**src/rtl/uart_transmitter.sv**
```systemverilog
// UART transmitter: 8 data bits sent LSB first, optional parity bit, one or two
// stop bits. A single holding register lets the next byte be queued while a frame
// is on the line, so back-to-back frames go out with no idle gap between them.
module uart_transmitter #(
  parameter int CLKS_PER_BIT = 16,
  parameter int PARITY_EN    = 0,
  parameter int PARITY_ODD   = 0,
  parameter int STOP_BITS    = 1
) (
  input  logic       clk,
  input  logic       rst,
  input  logic [7:0] din,
  input  logic       valid,
  output logic       ready,
  output logic       tx,
  output logic       busy,
  output logic       done
);

  localparam int CNT_W = $clog2(CLKS_PER_BIT);
  localparam logic [CNT_W-1:0] BIT_LAST  = CNT_W'(CLKS_PER_BIT - 1);
  localparam logic             STOP_LAST = 1'(STOP_BITS - 1);

  typedef enum logic [2:0] {
    IDLE   = 3'd0,
    START  = 3'd1,
    DATA   = 3'd2,
    PARITY = 3'd3,
    STOP   = 3'd4
  } state_t;

  state_t           state_r;
  logic [CNT_W-1:0] bit_cnt_r;
  logic [2:0]       data_idx_r;
  logic             stop_idx_r;
  logic [7:0]       shift_r;
  logic             parity_r;
  logic [7:0]       hold_r;
  logic             hold_full_r;
  logic             tx_r;
  logic             done_r;

  logic             accept_s;
  logic             bit_end_s;
  logic             last_stop_s;
  logic             hold_capture_s;

  // Parity over the data byte; odd parity inverts the plain XOR.
  function automatic logic frame_parity(input logic [7:0] data);
    frame_parity = (^data) ^ (PARITY_ODD != 0);
  endfunction

  assign accept_s       = valid && ~hold_full_r;
  assign bit_end_s      = (bit_cnt_r == BIT_LAST);
  assign last_stop_s    = (state_r == STOP) && bit_end_s && (stop_idx_r == STOP_LAST);
  // A byte arriving while a frame is on the line is parked in the holding
  // register, except at the final stop cycle where it goes straight to the shifter.
  assign hold_capture_s = (state_r != IDLE) && ~last_stop_s;

  assign ready = ~hold_full_r;
  assign busy  = (state_r != IDLE);
  assign tx    = tx_r;
  assign done  = done_r;

  // Frame sequencer: state, bit timing, shifter, holding register and the
  // registered tx/done outputs. tx is loaded with the value of the bit being entered.
  always_ff @(posedge clk or posedge rst) begin
    if (rst) begin
      state_r     <= IDLE;
      bit_cnt_r   <= {CNT_W{1'b0}};
      data_idx_r  <= 3'd0;
      stop_idx_r  <= 1'b0;
      shift_r     <= 8'h00;
      parity_r    <= 1'b0;
      hold_r      <= 8'h00;
      hold_full_r <= 1'b0;
      tx_r        <= 1'b1;
      done_r      <= 1'b0;
    end else begin
      done_r <= 1'b0;

      if (state_r == IDLE) begin
        bit_cnt_r <= {CNT_W{1'b0}};
      end else if (bit_end_s) begin
        bit_cnt_r <= {CNT_W{1'b0}};
      end else begin
        bit_cnt_r <= bit_cnt_r + CNT_W'(1);
      end

      if (accept_s && hold_capture_s) begin
        hold_r      <= din;
        hold_full_r <= 1'b1;
      end

      case (state_r)
        IDLE: begin
          if (hold_full_r) begin
            shift_r     <= hold_r;
            parity_r    <= frame_parity(hold_r);
            hold_full_r <= 1'b0;
            state_r     <= START;
            tx_r        <= 1'b0;
          end else if (accept_s) begin
            shift_r  <= din;
            parity_r <= frame_parity(din);
            state_r  <= START;
            tx_r     <= 1'b0;
          end else begin
            tx_r <= 1'b1;
          end
        end
        START: begin
          if (bit_end_s) begin
            state_r    <= DATA;
            data_idx_r <= 3'd0;
            tx_r       <= shift_r[0];
          end
        end
        DATA: begin
          if (bit_end_s) begin
            if (data_idx_r == 3'd7) begin
              if (PARITY_EN != 0) begin
                state_r <= PARITY;
                tx_r    <= parity_r;
              end else begin
                state_r    <= STOP;
                stop_idx_r <= 1'b0;
                tx_r       <= 1'b1;
              end
            end else begin
              data_idx_r <= data_idx_r + 3'd1;
              shift_r    <= {1'b0, shift_r[7:1]};
              tx_r       <= shift_r[1];
            end
          end
        end
        PARITY: begin
          if (bit_end_s) begin
            state_r    <= STOP;
            stop_idx_r <= 1'b0;
            tx_r       <= 1'b1;
          end
        end
        STOP: begin
          if (bit_end_s) begin
            if (stop_idx_r != STOP_LAST) begin
              stop_idx_r <= stop_idx_r + 1'b1;
              tx_r       <= 1'b1;
            end else begin
              done_r <= 1'b1;
              if (hold_full_r) begin
                shift_r     <= hold_r;
                parity_r    <= frame_parity(hold_r);
                hold_full_r <= 1'b0;
                state_r     <= START;
                tx_r        <= 1'b0;
              end else if (accept_s) begin
                shift_r  <= din;
                parity_r <= frame_parity(din);
                state_r  <= START;
                tx_r     <= 1'b0;
              end else begin
                state_r <= IDLE;
                tx_r    <= 1'b1;
              end
            end
          end
        end
        default: begin
          state_r <= IDLE;
          tx_r    <= 1'b1;
        end
      endcase
    end
  end

endmodule

```
**config.mk**
```make
export PLATFORM = sky130hd
export DESIGN_NAME = uart_transmitter
export DESIGN_NICKNAME = d
export VERILOG_FILES = /design/src/rtl/uart_transmitter.sv
export SDC_FILE = /design/constraint.sdc
export NUM_CORES = 1
export LEC_CHECK = 0
export ABC_AREA = 1
export CELL_PAD_IN_SITES_DETAIL_PLACEMENT = 1
export CELL_PAD_IN_SITES_GLOBAL_PLACEMENT = 2
export CORE_MARGIN = 3
export CORE_UTILIZATION = 33
export CTS_CLUSTER_SIZE = 8
export DETAILED_ROUTE_END_ITERATION = 8
export PLACE_DENSITY_LB_ADDON = 0.1
export SLEW_MARGIN = 20
export SYNTH_ARGS = -nofsm -noshare
export SYNTH_HDL_FRONTEND = slang
export SYNTH_SLANG_ARGS = --single-unit
```
**constraint.sdc**
```tcl
create_clock -name clk -period 1.9 [get_ports clk]
set_clock_uncertainty 0.1 [all_clocks]
set_input_delay 0.475 -clock clk [delete_from_list [all_inputs] [get_ports clk]]
set_output_delay 0.475 -clock clk [all_outputs]
set_load 0.005 [all_outputs]
```
# ---- Word-level counts from Yosys, hierarchy flattened
# Cells that the tools add are included.
dict set report totals {
  ff_bits 30
  output_inout_bits 4
  elab_cells 91
}
dict set report op_classes {
  n_addsub 3
  eq_ne 14
  muxes 47
  bitwise_logic 3
  n_reduce_logical 15
}
# op n
set ops {}
lappend ops {{2-to-1 mux 8 bit} 6}
lappend ops {{2-to-1 mux 3 bit} 11}
lappend ops {{one-hot mux 8 bit (3 select lines)} 1}
lappend ops {{2-to-1 mux 1 bit} 22}
lappend ops {{one-hot mux 3 bit (5 select lines)} 1}
lappend ops {{!= test 2 bit, second input constant} 7}
lappend ops {{AND reduction 5 bit} 2}
lappend ops {{nonzero test 3 bit} 3}
lappend ops {{2-to-1 mux 4 bit} 2}
lappend ops {{AND reduction 4 bit} 2}
lappend ops {{AND reduction 7 bit} 1}
lappend ops {{equality test 3 x 2 -> 1 bit, second input constant} 2}
lappend ops {{equality test 3 bit, second input constant} 2}
lappend ops {{one-hot mux 3 bit (2 select lines)} 1}
lappend ops {{logical AND 1 bit} 5}
lappend ops {{one-hot mux 1 bit (5 select lines)} 1}
lappend ops {{adder 4 x 1 -> 4 bit, second input constant} 1}
lappend ops {{equality test 4 bit, second input constant} 1}
lappend ops {{adder 3 x 1 -> 3 bit, second input constant} 1}
lappend ops {{equality test 3 x 1 -> 1 bit, second input constant} 1}
lappend ops {{zero test 3 bit} 1}
lappend ops {{!= test 3 bit, second input constant} 1}
lappend ops {{NOT 1 bit} 3}
lappend ops {{one-hot mux 1 bit (3 select lines)} 1}
lappend ops {{3 further kinds} 3}

# ---- Depth between registers and ports, before layout
# Gate-level depths: netlist of run 1.
dict set report depth {
  depth_word 11
  mapped_depth 8
}

# ---- Worst setup path before layout of run 1
# No wires, ideal clock.
dict set report synth_path {
  path_type {register to register}
  from {register bit_cnt_r[0]}
  to {register hold_full_r}
  t_arrival_ns 1.239
  required_ns 1.678
  setup_slack_ns 0.439
  stages_incl_launch_ff 8
  period_less_slack_ns 1.461
  cell_sequence {dfrtp_1 -> ha_1 -> nand2_1 -> nor2_4 -> nand2_1 -> nand2_2 -> buf_6 -> a21oi_2}
}
dict set report synth_between {
  elab_chain_cells 11
}
# element line
set synth_lines {}
lappend synth_lines {{start, declared} 33} ;# logic [CNT_W-1:0] bit_cnt_r;
lappend synth_lines {{start signal, assigned} 70} ;# bit_cnt_r <= {CNT_W{1'b0}};
lappend synth_lines {{start signal, assigned} 83} ;# bit_cnt_r <= {CNT_W{1'b0}};
lappend synth_lines {{start signal, assigned} 85} ;# bit_cnt_r <= {CNT_W{1'b0}};
lappend synth_lines {{equality test 4 bit (*)} 54} ;# assign bit_end_s = (bit_cnt_r == BIT_LAST);
lappend synth_lines {{logical AND 1 bit (2 in a row)} 55} ;# assign last_stop_s = (state_r == STOP) && bit_end_s && (stop_idx_r == STOP_LAST);
lappend synth_lines {{NOT 1 bit} 58} ;# assign hold_capture_s = (state_r != IDLE) && ~last_stop_s;
lappend synth_lines {{logical AND 1 bit} 58}
lappend synth_lines {{logical AND 1 bit} 90} ;# if (accept_s && hold_capture_s) begin
lappend synth_lines {{2-to-1 mux 1 bit} 90}
lappend synth_lines {{2-to-1 mux 1 bit} {97, 151}}
lappend synth_lines {{2-to-1 mux 1 bit} 146} ;# if (stop_idx_r != STOP_LAST) begin
lappend synth_lines {{2-to-1 mux 1 bit} 145} ;# if (bit_end_s) begin
lappend synth_lines {{one-hot mux 1 bit (2 select lines) (*)} 95} ;# case (state_r)
lappend synth_lines {{end signal, assigned} 92} ;# hold_full_r <= 1'b1;
lappend synth_lines {{end signal, assigned} 100} ;# hold_full_r <= 1'b0;
lappend synth_lines {{end signal, assigned} 154} ;# hold_full_r <= 1'b0;
lappend synth_lines {{end, declared} 39} ;# logic hold_full_r;
# Every way passes the cells marked *; elsewhere a longest branch is shown, timed or not.
# A chain may end at the register's enable or synchronous reset.

# ---- Worst setup path in the final report of run 1
dict set report layout_path {
  from {register state_r[0]}
  to {output busy}
}
dict set report layout_between {
  elab_chain_cells 1
}
# element line
set layout_lines {}
lappend layout_lines {{start, declared} 32} ;# state_t state_r;
lappend layout_lines {{start signal, assigned} 69} ;# state_r <= IDLE;
lappend layout_lines {{start signal, assigned} 101} ;# state_r <= START;
lappend layout_lines {{start signal, assigned} 106} ;# state_r <= START;
lappend layout_lines {{nonzero test 3 bit} 61} ;# assign busy = (state_r != IDLE);
lappend layout_lines {{end, declared} 16} ;# output logic busy,
# Every way passes these cells.

==> results of run 1 <==
cell type report:
| cell class | instances | area share, % |
|---|---|---|
| clock buffers | 8 | 4.07 |
| inverters | 22 | 4.20 |
| multi-input cells | 149 | 38.7 |
| flip-flops and latches | 29 | 37.0 |
| well taps | 65 | 4.13 |
| repair buffers | 26 | 11.9 |
registers in the layout, indices dropped and copies added (netlist names):
name,flops
hold_r,8
state_r,3
hold_full_r,1
data_idx_r,3
done,1
shift_r,8
bit_cnt_r,4
tx,1
cell usage in the layout (no fill, tap or decap):
| cell | instances |
|---|---|
| nand4_4 | 1 |
| nand3_2 | 1 |
| nand2_4 | 2 |
| o21ai_0 | 10 |
| nand2_1 | 68 |
| dlymetal6s2s_1 | 2 |
| ha_1 | 3 |
| inv_2 | 5 |
| clkbuf_1 | 3 |
| nor2_2 | 2 |
| inv_1 | 17 |
| dlygate4sd2_1 | 1 |
| a21oi_2 | 1 |
| nand3_1 | 26 |
| nand2_2 | 4 |
| nand4_1 | 3 |
| clkbuf_8 | 5 |
| dfrtp_1 | 28 |
| o211ai_1 | 1 |
| a21oi_1 | 1 |
| nor2_4 | 2 |
| buf_4 | 12 |
| o21ai_2 | 8 |
| clkdlybuf4s50_1 | 11 |
| xor2_1 | 1 |
| dfstp_2 | 1 |
| nor2_1 | 15 |
cell families (layout without fill, tap and decap cells):
| logic type | count (synthesis) | in the layout | synth area share [%] |
|---|---|---|---|
| XOR/XNOR | 1 | 1 | 0.543 |
| AND/OR/NAND/NOR | 124 | 124 | 35.3 |
| adder cells (fa/ha/maj) | 3 | 3 | 2.33 |
| buffers and inverters | 28 | 56 | 7.99 |
| AO/OA/AOI/OAI | 21 | 21 | 8.77 |
| flip-flops | 29 | 29 | 45.1 |
final timing paths:
check                        startpoint            to  slack, ns  depth (start not counted)
max                          state_r[0]          busy       0.18                          3
min                        bit_cnt_r[0]  bit_cnt_r[0]       0.37                          1
max reg2reg                bit_cnt_r[0]     hold_r[3]       0.21                          7
min reg2reg                bit_cnt_r[0]  bit_cnt_r[0]       0.37                          1
max in group asynchronous           rst            tx       0.90                          3
min in group asynchronous           rst          done       0.48                          3
routing by layer:
layer | vias up | wire length, microns | GRT usage, % | part of all wire [%]
li1 | 708 | - | - | -
met1 | 690 | 1750 | 17.3 | 43
met2 | 18 | 2140 | 27.7 | 53
met3 | 9 | 106 | 4.03 | 2.6
met4 | 0 | 69 | 6.52 | 1.7
met5 | - | 0 | 0 | 0
what timing repair did:
item                       4_1_cts  5_1_grt
setup endpoints to repair        1        2
pin swaps                        1        0
gates resized for setup          2        3
hold buffers                     0        0
buffers inserted                 2        0
through the flow:
stage	setup WS, ns	utilization [%]
2_1_floorplan	0.439	-
3_3_place_gp	0.0844	41.1
6_report	0.182	43.4
4_1_cts	0.00413	43.3
3_5_place_dp	0.0315	41.1
5_1_grt	0.0545	43.4
power by group through the flow:
stage / Sequential, mW / Combinational, mW / Clock [mW]
after floorplan: 0.709 / 0.143 / 0
after global placement: 0.715 / 0.194 / 0
after detailed placement: 0.721 / 0.207 / 0
after CTS: 0.709 / 0.208 / 0.517
after global routing: 0.714 / 0.231 / 0.552
final: 0.708 / 0.200 / 0.496
==> results_dict.tcl, run 1 <==
set metrics [dict create \
    grt_overflow 0 \
    syn_area_sq_um 1610 \
    p_per_area_nw_per_um2 714 \
    die-width_microns 75.9 \
    fillerInstances 572 \
    cts_tree "done" \
    clkLatencyLatePin_ns 0.28 \
    io_pins 15 \
    worst_pin_slew_ns 0.420 \
    ys.flop_type "dfrtp_1" \
    drtPass1Iterations 4 \
    die_area_sq_um 5760 \
    num_rows 24 \
    grt_setup_unrepaired "no" \
    synthesis.nets 220 \
    drc 0 \
    vdd_drop_max_mv 0.411 \
    clock_path_buffers 2 \
    relSlewSlack_pct 71.9 \
    track_usage_pct 15.5 \
    grt_pass1_vias 1629 \
    synthTopCellsByArea "dfrtp_1, nand2_1, nand3_1, o21ai_2, inv_1" \
    vias 1425 \
    synthArstFlopShare_pct 100 \
    critical_path_class "register to primary output" \
    root_buffer "clkbuf_8" \
    setup_viol 0 \
    cp.arrival_ns 1.14 \
    swShare_pct 27.1 \
    crit_family "flip-flops" \
    yosysTopAreaCell "dfrtp_1" \
    multi_input_area_sq_um 762 \
    ant_nets 0 \
    hp-class "register to register" \
    path_cells "nor2_4 > nand2_4 > dlygate4sd2_1" \
    worstSetupStartpointType "register" \
    timing.fmax_mhz 582 \
    p_switching_mw 0.380 \
    synth_common_cells "nand2_1, dfrtp_1, nand3_1" \
    synth_cell_type_count 25 \
    coreArea_sq_um 4530 \
    clock_sinks 29 \
    synthCells 206 \
    grt_max_degree 30 \
    slowest_stage "dfrtp_1" \
    cp-end-kind "primary output" \
    routed_wirelength_mm 4.07 \
    finalHoldViolations 0 \
    initial_core_util_pct 35.6 \
    synth_seq_cells 29 \
    yosys_warnings 0 \
    finalPower_mw 1.40 \
    dp.cells 289 \
    cp.required_ns 1.32 \
    internal_power_mw 1.02 \
    nets 247 \
    final_area_sq_um 1970 \
    cts.clk_slew.worst_paths_ns 0.06 \
    grt_pass1_wl_mm 7.27 \
    status "finished, final reports clean" \
    whs_ns 0.371 \
    place_congestion 0.780 \
    slowest_delay_ns 0.41 \
    ys_seq_area_share_pct 45.1 \
    viasPerCell 4.77 \
    n_antenna_cell 0 \
    p_leak_nw 1.06 \
    cp.buffers_inverters 1 \
    cts_buffers 5 \
    power_frac_clock_pct 35.3 \
    final_cells 299 \
    areaGrowthSynthToFinish_pct 22.0 \
    die_h_microns 75.9 \
    yosysMostFrequentCell "nand2_1" \
    place_area_sq_um 1860 \
    syn_area_per_cell_sq_um 7.83 \
    synth_top_cell_area_share_pct 43.4 \
    post_drt_wl_per_cell_microns 13.6 \
    cts_max_level 2 \
    setup_tns_ns 0 \
    fin_crit_sh_pct 90.4 \
    crit_fanout 2 \
    dp_hpwl_mm 3.07 \
    drtIter0Drc 33 \
    synth_edf_count 0 \
    p_comb_share_pct 14.3 \
    pwr-share-seq_pct 50.4 \
    drv_cap 0 \
    final_max_slew_viol_count 0 \
    layout_min_cycle_time_ns 1.72 \
    io_buffers 14 \
    ff_latch_area_sq_um 727 \
    drive_above_1_share_pct 18.8 \
    antenna_found_initial 0 \
]
Power figures use the tool's default switching activity.
==> inputs of run 2 (changes only) <==
--- a/config.mk
+++ b/config.mk
@@ -6,6 +6,7 @@
 export NUM_CORES = 1
 export LEC_CHECK = 0
 export ABC_AREA = 1
+export ABC_CLOCK_PERIOD_IN_PS = 1900
 export CELL_PAD_IN_SITES_DETAIL_PLACEMENT = 1
 export CELL_PAD_IN_SITES_GLOBAL_PLACEMENT = 2
 export CORE_MARGIN = 3
==> results of run 2 <==
The final DEF is identical to that of run 1; final timing and power are the same.
==> edit 1 (flow settings as in run 2) <==
Change the parameter `CLKS_PER_BIT` from 16 to 8.
--- a/src/rtl/uart_transmitter.sv
+++ b/src/rtl/uart_transmitter.sv
@@ -4,3 +4,3 @@
 module uart_transmitter #(
-  parameter int CLKS_PER_BIT = 16,
+  parameter int CLKS_PER_BIT = 8,
   parameter int PARITY_EN    = 0,
Function: changed (a bounded check fails within 10 cycles, from zero or initial values and one cycle with rst high).
==> edit 1 against run 2 <==
Sequential power down 3.2%; sequential cell count down 1; wire length down 11%; count of clock-buffer cells in the layout down 4; design area down 8.1%; setup slack worse by 0.0089 ns; total power down 12%; die area down 7.7%; hold slack worse by 0.029 ns; synthesized area down 8.4%; clock power down 24%; largest cell class is now registers.
==> edit 1: results (changes against run 2) <==
| Metric | Value |
|---|---|
| Area delta synth->final | `22.4%` |
| CP startpoint | `state_r[1]` |
| N_diodes | `0 (unchanged)` |
| Reg2Reg Capture Point | `data_idx_r[1]` |
| DRT Pass-1 Iters | `2 (-2)` |
| Drt via density | `4.80 (+0.81%)` |
| Total CTS buffers | `3 (-2)` |
| Clock Tree Root | `clkbuf_8` |
| Seq power | `0.685 mW (-3.2%)` |
| Post-synth top cells | `74 x nand2_1, 27 x dfrtp_1, 19 x nand3_1` |
| Flop pwr share | `55.2% (+4.8 points)` |
| Syn Nets | `208 (-5.5%)` |
| HPWL after DPL | `2740 µm (-11%)` |
| VDD IR max | `0.315 mV (-23%)` |
| XOR/XNOR Fraction of Synth Area | `0% (-0.54 points)` |
| Post-DP Area | `1730 µm² (-6.9%)` |
| Netlist cell types | `22 (-12%)` |
| Worst-Margin Slew | `0.340 ns (-0.0805 ns)` |
| Area contributors post-synth | `dfrtp_1 46%, nand2_1 19%, nand3_1 6.4%, inv_1 4.3%, ha_1 3.4%` |
| CP peak stage delay | `0.43 ns (+0.02 ns)` |
| Hold slack | `0.341 ns (-0.0295 ns)` |
| Clk slew on worst S/H paths | `0.10 ns (+0.04 ns)` |
| FILL cells | `518 (-9.4%)` |
| Initial DRC Count | `27 (-18%)` |
| Static leakage | `0.973 nW (-8.1%)` |
| Post-Synth Adder-Cell Area | `3.39% (+1.1 points)` |
| DP Cell Count | `261 (-9.7%)` |
| R2R depth | `8 (+1)` |
| Setup Buffers After CTS | `1 (-1)` |
| Post-synthesis average cell area | `7.66 µm² (-2.2%)` |
| Largest regs | `hold_r x8, shift_r x8` |
| Wire per inst | `13.6 µm (-0.30%)` |
| Status | `finished clean` |
| Crit-path slowest cell | `dfrtp_2` |
| Complex-gate fraction of the synthesized area | `7.37% (-1.4 points)` |
| Tot GR Track Use | `15.9% (+0.42 points)` |
| Seq/Total Area, Yosys | `47.5% (+2.4 points)` |
| Origin of the critical flop-to-flop path | `data_idx_r[0]` |
| Placer Congestion | `0.742 (-4.9%)` |
| Worst Hold Class | `flip-flop to flip-flop` |
| First-pass GRT wire length | `6600 µm (-9.1%)` |
| Largest net degree at the start of global routing | `29 (-3.3%)` |
| Cts repair resizes | `3 (+1)` |
| Final period utilization | `90.9% (+0.47 points)` |
| Share of post-route cells with drive strength above 1 | `13.0% (-5.8 points)` |
| DP Worst Slack | `-0.0311 ns (-0.0625 ns)` |
| Internal power | `0.919 mW (-10%)` |
| Total Wirelength | `3610 µm (-11%)` |
| Vias in the first global route | `1449 (-11%)` |
| NumNets Final | `232 (-6.1%)` |
| H-tree depth | `1 (-1)` |
-- edit 1: cell types whose count changed after synthesis, moves of 2 or more --
| cell | change |
|---|---|
| nor2_1 | -5 |
| nand2_2 | -4 |
| nand2_1 | +6 |
| buf_2 | +2 |
| o21ai_1 | +9 |
| o21ai_2 | -8 |
| nand3_1 | -7 |
| buf_6 | -2 |
-- edit 1: cells by family after synthesis --
family | after synthesis
AND/OR/NAND/NOR | 114
AO/OA/AOI/OAI | 21
adder cells (fa/ha/maj) | 4
buffers and inverters | 26
flip-flops | 28
-- edit 1: per-layer routing --
metal	wire, µm	share of wire [%]	up-vias	GRT usage, %
li1	-	-	658	-
met1	1640	46	605	19.2
met2	1850	51	10	29.0
met3	66	1.8	5	2.07
met4	51	1.4	0	4.92
met5	0	0	-	0
-- edit 1: cell type report --
cell class,instances,area share [%]
tap,50,3.46
inverter,20,4.15
timing repair buffer,25,13.0
multi-input combinational,139,37.4
sequential,28,38.9
clock buffer,4,3.04
==> edit 2 (settings of run 2) <==
Made on the original files. Encoding of `state_t`: now Gray code (3 bits for 5 states).
--- a/src/rtl/uart_transmitter.sv
+++ b/src/rtl/uart_transmitter.sv
@@ -24,7 +24,7 @@
   typedef enum logic [2:0] {
-    IDLE   = 3'd0,
-    START  = 3'd1,
-    DATA   = 3'd2,
-    PARITY = 3'd3,
-    STOP   = 3'd4
+    IDLE   = 3'b000,
+    START  = 3'b001,
+    DATA   = 3'b011,
+    PARITY = 3'b010,
+    STOP   = 3'b110
   } state_t;
Check against the original RTL: same outputs for any inputs over 10 cycles, from zero or initial values and one cycle with rst high; not proved beyond that.
==> edit 2 against run 2 <==
Setup slack worse by 0.10 ns; synthesized cell count rose by 0.49%; register-to-register slack worse by 0.08 ns; design area is 0.57% higher; wire length down 1.7%; core utilization grew 0.25 points; non-clock buffer count decreased by 1; sequential cell count stayed put; synthesized area fell by 0.16%; die area fell by 0.14%; critical path type unchanged; highest routed layer unchanged.
Power is not compared: it rests on default switching activity, and its combinational part moved more than twofold at a synthesized area within 25%.
==> edit 2: results (changes against run 2) <==
| Metric | Value |
|---|---|
| Share of post-route cells with drive strength above 1 | `19.7% (+0.94 points)` |
| Origin of the critical flop-to-flop path | `bit_cnt_r[0]` |
| Syn Nets | `221 (+0.45%)` |
| Max-Slew Margin vs Limit | `73.7% (+1.8 points)` |
| Seq/Total Area, Yosys | `45.1% (+0.070 points)` |
| Largest regs | `hold_r x8, shift_r x8, bit_cnt_r x4` |
| Wire per inst | `13.4 µm (-1.4%)` |
| Internal power | `between 1.5 and 2 mW` |
| Proportion of synthesized area in mux cells | `0% (unchanged)` |
| CP startpoint | `hold_full_r` |
| Flop pwr share | `32.8%` |
| Complex-gate fraction of the synthesized area | `9.56% (+0.79 points)` |
| Netlist cell types | `24 (-4.0%)` |
| Clock Tree Buf Depth | `2 (unchanged)` |
| Worst Hold Class | `flip-flop to flip-flop` |
| Peak fanout along the critical path | `4 (+2)` |
| Clock Tree Root | `clkbuf_8` |
| First-pass GRT wire length | `6990 µm (-3.8%)` |
| Post-synth top cells | `71 x nand2_1, 28 x dfrtp_1, 26 x nand3_1` |
| Non-filler cells, final | `298 (-0.33%)` |
| Static leakage | `approximately 1.0 nW` |
| Initial antenna violation count | `0 (unchanged)` |
| Crit path DAT | `1.25 ns (+0.11 ns)` |
| Hold path start | `bit_cnt_r[0]` |
| Tot GR Track Use | `16.3% (+0.82 points)` |
| Reg2Reg Capture Point | `hold_r[7]` |
| Post-Synth Adder-Cell Area | `2.33% (+0.0036 points)` |
| Synth Flop Type | `dfrtp_1` |
| Synth Warn # | `0 (unchanged)` |
| DP Worst Slack | `-0.0329 ns (-0.0644 ns)` |
| Worst setup path end | `ready` |
| Sink of the worst hold path | `bit_cnt_r[0]` |
| Initial DRC Count | `44 (+33%)` |
| Placer Congestion | `0.809 (+3.6%)` |
| Via count | `1426 (+0.070%)` |
| Clock latency at the later pin of the worst-skew pair | `0.28 ns (about the same)` |
| Status | `finished clean` |
| Post-DP Area | `1850 µm² (-0.74%)` |
| DP Cell Count | `288 (-0.35%)` |
| Buffers on Ports | `14 (unchanged)` |
| Hold slack | `0.365 ns (-0.00634 ns)` |
| Area contributors post-synth | `dfrtp_1 44%, nand2_1 17%, nand3_1 8.1%, inv_1 3.5%, o21ai_0 3.4%` |
| Reg2reg setup slack | `0.13 ns (-0.08 ns)` |
| XOR/XNOR Fraction of Synth Area | `1.09% (+0.54 points)` |
| Post-synthesis average cell area | `7.78 µm² (-0.64%)` |
| HPWL after DPL | `3060 µm (-0.28%)` |
| FILL cells | `573 (+0.17%)` |
| Core Util, Final | `43.6% (+0.25 points)` |
| NumNets Final | `246 (-0.40%)` |
| Peak Freq | `0.549 GHz (-5.7%)` |
| Vias in the first global route | `1556 (-4.5%)` |
==> edit 2: cell count changes after synthesis, sizes merged, moves of 2 or more <==
cell    delta
o21bai     +2
nand2      +2
inv        -3
nand3      +2
buf        +2
nand4      -4
==> edit 2: layout make-up <==
cell class,count,share of cell area [%]
Tap cell,65,4.11
Multi-Input combinational cell,152,38.9
Sequential cell,29,36.8
Inverter,19,3.73
Clock inverter,1,0.253
Clock buffer,7,4.87
Timing Repair Buffer,25,11.3
==> edit 2: layer usage <==
metal	vias up	GRT usage [%]	part of all wire, %
li1	707	-	-
met1	690	18.3	44
met2	17	28.4	51
met3	12	4.22	2.5
met4	0	7.77	3.0
met5	-	0	0
==> edit 2: timing repair <==
item,CTS,global route
setup buffers,2,0
gates resized for setup,4,3
setup endpoints to repair,1,10
gates cloned,0,0
==> edit 2: critical path, stage by stage, from the launching register on <==
cell	delay, ns
dfrtp_1	0.39
inv_2	0.08
clkdlybuf4s50_1	0.50
